==> src/rtl/stack_unit_pkg.sv <==
// stack_unit_pkg: op encodings and spill engine state for stack_unit
package stack_unit_pkg;
  localparam logic [1:0] OP_NONE = 2'b00;
  localparam logic [1:0] OP_PUSH = 2'b01;
  localparam logic [1:0] OP_POP  = 2'b10;
  localparam logic [1:0] OP_REPL = 2'b11;
  typedef enum logic [1:0] {IDLE, SPILL, FILL} state_t;
endpackage

==> src/rtl/stack_buf.sv <==
// stack_buf: N x L storage, one write port, top and bottom read ports
module stack_buf #(
  parameter int L = 16,
  parameter int DEP = 3
) (
  input  logic           clk,
  input  logic           we,
  input  logic [DEP-1:0] waddr,
  input  logic [L-1:0]   wdata,
  input  logic [DEP-1:0] taddr,
  output logic [L-1:0]   tdata,
  input  logic [DEP-1:0] baddr,
  output logic [L-1:0]   bdata
);
  logic [L-1:0] mem [2**DEP];
  always_ff @(posedge clk)
    if (we) mem[waddr] <= wdata;
  assign tdata = mem[taddr];
  assign bdata = mem[baddr];
endmodule

==> src/rtl/stack_unit.sv <==
// stack_unit: circular on-chip stack with optional spill/fill to memory.
// Define STACK_UNIT_SPILL_EN to build the spill/fill engine; otherwise full pushes overwrite the oldest entry.
module stack_unit #(
  parameter int L = 16,
  parameter int DEP = 3,
  parameter logic [L-1:0] BASE = 16'h0100
) (
  input  logic         clk,
  input  logic         reset,
  input  logic [1:0]   op,
  input  logic [L-1:0] din,
  output logic [L-1:0] tos,
  output logic [DEP:0] depth,
  output logic         full,
  output logic         empty,
  output logic         err,
  output logic         stall,
  output logic [L-1:0] mem_addr,
  output logic         mem_rd,
  output logic         mem_wr,
  output logic [L-1:0] mem_wdata,
  input  logic [L-1:0] mem_rdata,
  input  logic         mem_ack
);
  import stack_unit_pkg::*;
  localparam logic [DEP:0] NF = {1'b1, {DEP{1'b0}}};
  logic [DEP-1:0] sp, bp, sp_n, bp_n;
  logic [DEP:0] d_n;
  logic [L-1:0] tos_n, tdata, bdata;
  logic push, pop, repl, wrap, under, spill_done, fill_done;
  assign full = depth == NF;
  assign empty = depth == '0;
  assign push = !stall && op == OP_PUSH;
  assign pop = !stall && op == OP_POP && !empty;
  assign repl = !stall && op == OP_REPL && !empty;
  assign under = !stall && (op == OP_POP || op == OP_REPL) && empty;
  assign wrap = push && full;
  // sp addresses the top entry; the bottom entry lives at bp+1, and fills land at bp
  stack_buf #(.L(L), .DEP(DEP)) u_buf (
    .clk,
    .we(push || repl || fill_done),
    .waddr(fill_done ? bp : push ? sp + 1'b1 : sp),
    .wdata(fill_done ? mem_rdata : din),
    .taddr(sp - 1'b1),
    .tdata,
    .baddr(bp + 1'b1),
    .bdata
  );
  always_comb begin
    sp_n = push ? sp + 1'b1 : pop ? sp - 1'b1 : sp;
    bp_n = (wrap || spill_done) ? bp + 1'b1 : fill_done ? bp - 1'b1 : bp;
    d_n = ((push && !full) || fill_done) ? depth + 1'b1 : (pop || spill_done) ? depth - 1'b1 : depth;
    tos_n = (push || repl) ? din : pop ? (d_n == '0 ? '0 : tdata) : (fill_done && empty) ? mem_rdata : tos;
  end
  always_ff @(posedge clk)
    if (reset) begin
      sp <= '0;
      bp <= '0;
      depth <= '0;
      tos <= '0;
      err <= 1'b0;
    end else begin
      sp <= sp_n;
      bp <= bp_n;
      depth <= d_n;
      tos <= tos_n;
      err <= err || under || wrap;
    end
`ifdef STACK_UNIT_SPILL_EN
  state_t state;
  logic [L-1:0] mptr, mptr_n;
  logic go_spill, go_fill;
  assign spill_done = state == SPILL && mem_ack;
  assign fill_done = state == FILL && mem_ack;
  assign mptr_n = spill_done ? mptr + 1'b1 : fill_done ? mptr - 1'b1 : mptr;
  // decide on post-op occupancy so a push can never land on a full buffer
  assign go_spill = d_n == NF;
  assign go_fill = !go_spill && d_n[DEP:1] == '0 && mptr_n != BASE;
  assign stall = state != IDLE;
  assign mem_wdata = state == SPILL ? bdata : '0;
  always_ff @(posedge clk)
    if (reset) begin
      state <= IDLE;
      mptr <= BASE;
      mem_addr <= '0;
      mem_rd <= 1'b0;
      mem_wr <= 1'b0;
    end else begin
      mptr <= mptr_n;
      if (state == IDLE || mem_ack) begin
        state <= go_spill ? SPILL : go_fill ? FILL : IDLE;
        mem_wr <= go_spill;
        mem_rd <= go_fill;
        mem_addr <= go_spill ? mptr_n : go_fill ? mptr_n - 1'b1 : '0;
      end
    end
`else
  logic unused;
  assign unused = mem_ack ^ (^bdata) ^ (^BASE);
  assign spill_done = 1'b0;
  assign fill_done = 1'b0;
  assign stall = 1'b0;
  assign mem_addr = '0;
  assign mem_rd = 1'b0;
  assign mem_wr = 1'b0;
  assign mem_wdata = '0;
`endif
endmodule

==> config.mk <==
export PLATFORM = sky130hd
export DESIGN_NAME = stack_unit
export DESIGN_NICKNAME = d
export VERILOG_FILES = /design/src/rtl/stack_unit_pkg.sv /design/src/rtl/stack_buf.sv /design/src/rtl/stack_unit.sv
export SDC_FILE = /design/constraint.sdc
export NUM_CORES = 1
export LEC_CHECK = 0
export CAP_MARGIN = 40
export CORE_ASPECT_RATIO = 0.6
export CORE_MARGIN = 1.5
export CORE_UTILIZATION = 50
export CTS_CLUSTER_SIZE = 24
export DETAILED_ROUTE_END_ITERATION = 8
export GPL_ROUTABILITY_DRIVEN = 0
export PLACE_DENSITY = 0.78
export SYNTH_ARGS = -nofsm -noshare
export SYNTH_HDL_FRONTEND = slang
export SYNTH_SLANG_ARGS = --single-unit
==> constraint.sdc <==
create_clock -name clk -period 10.2 [get_ports clk]
set_clock_uncertainty 0.1 [all_clocks]
set_input_delay 1.53 -clock clk [delete_from_list [all_inputs] [get_ports clk]]
set_output_delay 1.53 -clock clk [all_outputs]
set_load 0.03 [all_outputs]
==> results.toml <==
[grt]
grt_usage_pct = 20.3
overflow = 0
antenna_found_initial = 0
grt_max_degree = 36
grt_pass1_vias = 3454
grt_pass1_wl_um = 19700

[cts]
postCtsHoldBufs = 0
clkLatencyLatePin_ps = 420
root_buffer = "clkbuf_16"
cts_setup_buffers = 0
cts_buffers = 17
htreeDepth = 4
clkTransAtPathRegs_ps = 60
clkSinkCount = 152
cts_tree = "built"
post_cts_resized = 0
clockBufferDepth = 2

[critical_path]
cpMaxStageDelayCell = "clkdlybuf4s50_1"
path_class = "in2reg"
worst_r2r_endpoint = "u_buf.mem[0][7]"
r2r_start = "sp[0]"
arrival_ps = 4510
r2r_cells = 7
worstPathRequired_ps = 10210
crit_chain = "clkdlybuf4s50_1 > and2b_1 > ha_1 > nand2_1 > nor2_1 > buf_4"
crit_path_max_incr_delay_ps = 790
crit_path_end_kind = "flip-flop"
startpoint_type = "input port"
path_max_fanout = 14
crit_start = "op[1]"
r2r_slack_ps = 6940

[logic_synthesis]
ys_seq_area_share_pct = 67.5
synth_seq_cells = 152
yosysTopAreaCellShare_pct = 60.0
synth_edf_count = 128
ys.flop_type = "edfxtp_1"
synth_warnings = 0
synthesis.area_um2 = 6410
yosysUniqueCellTypes = 42
synth_cells = 384
yosys-top-cells-area = "edfxtp_1, mux4_2, dfxtp_1"
synth_area_per_cell_um2 = 16.7
synth_top_area_cell = "edfxtp_1"
async_reset_ff_share_pct = 0

[die]
initial_utilization_pct = 52.3
core_region_area_um2 = 12300
die_area_um2 = 13500
die_w_um = 149
die_h_um = 90.7
num_io_pins = 95
row_count = 31

[detailed_routing]
drc = 0
viasPerCell = 5.63
ant_nets = 0
dr.pass1.iters = 4
via_count = 3467
routed_wl_um = 12900
wire_per_inst_um = 21.0
drt_iter0_markers = 309

[min_path]
hold_path_depth = 2
hold_start = "err"
hold_class = "reg2reg"
min_to = "err"

[power]
leakagePower_nw = 2.60
pwr_density_cell_nw_per_um2 = 202
ir_drop_v = 0.000135

[timing]
relSlewSlack_pct = 42.7
finalSetupTns_ps = 0
timing.final.crit_share_pct = 44.1
whs_ps = 370
drv_slew = 0
rsz0062_at_grt = "false"
fmax_mhz = 222
worstMarginPinSlew_ps = 857
finalHoldViolCount = 0
finalSetupViolations = 0
period_minus_slack_ps = 4500

[cells_and_area]
drive_gt1_share_pct = 20.2
fin_nets = 481
area_delta_synth_final_pct = 18.1
n_antenna_cell = 0
final_core_util_pct = 61.7

[place]
port_buffers = 42
hpwl_um = 7910

[run]
maxCapViolations = 0

[run_status]
outcome = "complete, no violations"
[critical path: cells and delay by family]
kind,cells,cell delay (ps)
adder cells (fa/ha/maj),1,590
buffers and inverters,2,1140
AND/OR/NAND/NOR,3,1250
[layout make-up]
| type | instances | area, µm² |
|---|---|---|
| tap | 165 | 206 |
| inverter | 7 | 26.3 |
| fill | 884 | 4690 |
| clock buffer | 20 | 468 |
| clock inverter | 12 | 91.3 |
| timing repair buffer | 57 | 587 |
| multi-input combinational | 203 | 1860 |
| sequential | 152 | 4330 |
[layout by cell type (no fill, tap or decap), types with 6 or more instances in the layout]
cell type          n
clkinv_4           7
buf_4              9
inv_1              7
o21ai_0            9
clkdlybuf4s50_1   42
o22ai_1           17
conb_1            35
nor2_1            13
clkbuf_16         18
ha_1               6
mux2i_1           16
nand2_1            9
a22oi_1           17
edfxtp_1         128
dfxtp_1           23
mux4_2            32
a21oi_1            9
[how the worst max path moves through the flow]
| stage | endpoint | cells after the start |
|---|---|---|
| global route | u_buf.mem[0][7] | 7 |
| finish | u_buf.mem[2][2] | 6 |
| global placement | u_buf.mem[0][3] | 6 |
| floorplan | u_buf.mem[1][0] | 5 |
| detailed placement | u_buf.mem[0][3] | 6 |
| CTS | u_buf.mem[2][9] | 6 |
[state kept, by name, indices dropped and copies added, names as in the netlist]
name,count
depth,4
err,1
sp,3
tos,16
u_buf.mem,128
[Yosys cell counts, types with 6 or more instances]
| cell type | n |
|---|---|
| nor2_1 | 13 |
| o21ai_0 | 9 |
| clkbuf_1 | 7 |
| a22oi_1 | 17 |
| mux4_2 | 32 |
| mux2i_1 | 16 |
| nor3_1 | 7 |
| edfxtp_1 | 128 |
| a21oi_1 | 9 |
| dfxtp_1 | 24 |
| nand2_1 | 9 |
| buf_4 | 38 |
| inv_1 | 7 |
| o22ai_1 | 17 |
| ha_1 | 6 |
| buf_2 | 8 |
[per-stage QoR]
stage          power [mW]  area, µm²  setup WS (ps)  std cells
2_1_floorplan       0.892       6540           6210        418
5_1_grt              1.59       7570           5580        616
3_3_place_gp        0.951       6910           5430        578
6_report             1.53       7570           5700        616
4_1_cts              1.54       7570           5730        616
3_5_place_dp        0.963       7010           5300        584
[kinds of logic (layout without fill, tap and decap cells)]
family | after synthesis | count (layout) | share of synthesized area, %
flip-flops | 152 | 152 | 67.5
buffers and inverters | 63 | 96 | 6.31
AO/OA/AOI/OAI | 60 | 60 | 6.35
AND/OR/NAND/NOR | 51 | 51 | 4.45
multiplexers | 49 | 49 | 13.9
adder cells (fa/ha/maj) | 6 | 6 | 1.17
XOR/XNOR | 2 | 2 | 0.273
other | 1 | 35 | 0.0585
[power breakdown]
group          internal (mW)  total, mW  switching (mW)
Combinational         0.0937      0.238           0.144
Sequential             0.699      0.711          0.0117
Clock                  0.334      0.581           0.246
[layer usage]
layer / GRT usage [%] / vias to the layer above / wire length (µm)
li1: - / 1554 / -
met1: 28.0 / 1746 / 5240
met2: 31.3 / 161 / 6090
met3: 5.10 / 6 / 1490
met4: 7.26 / 0 / 93
met5: 0 / - / 0
(Power assumes the default switching activity.)
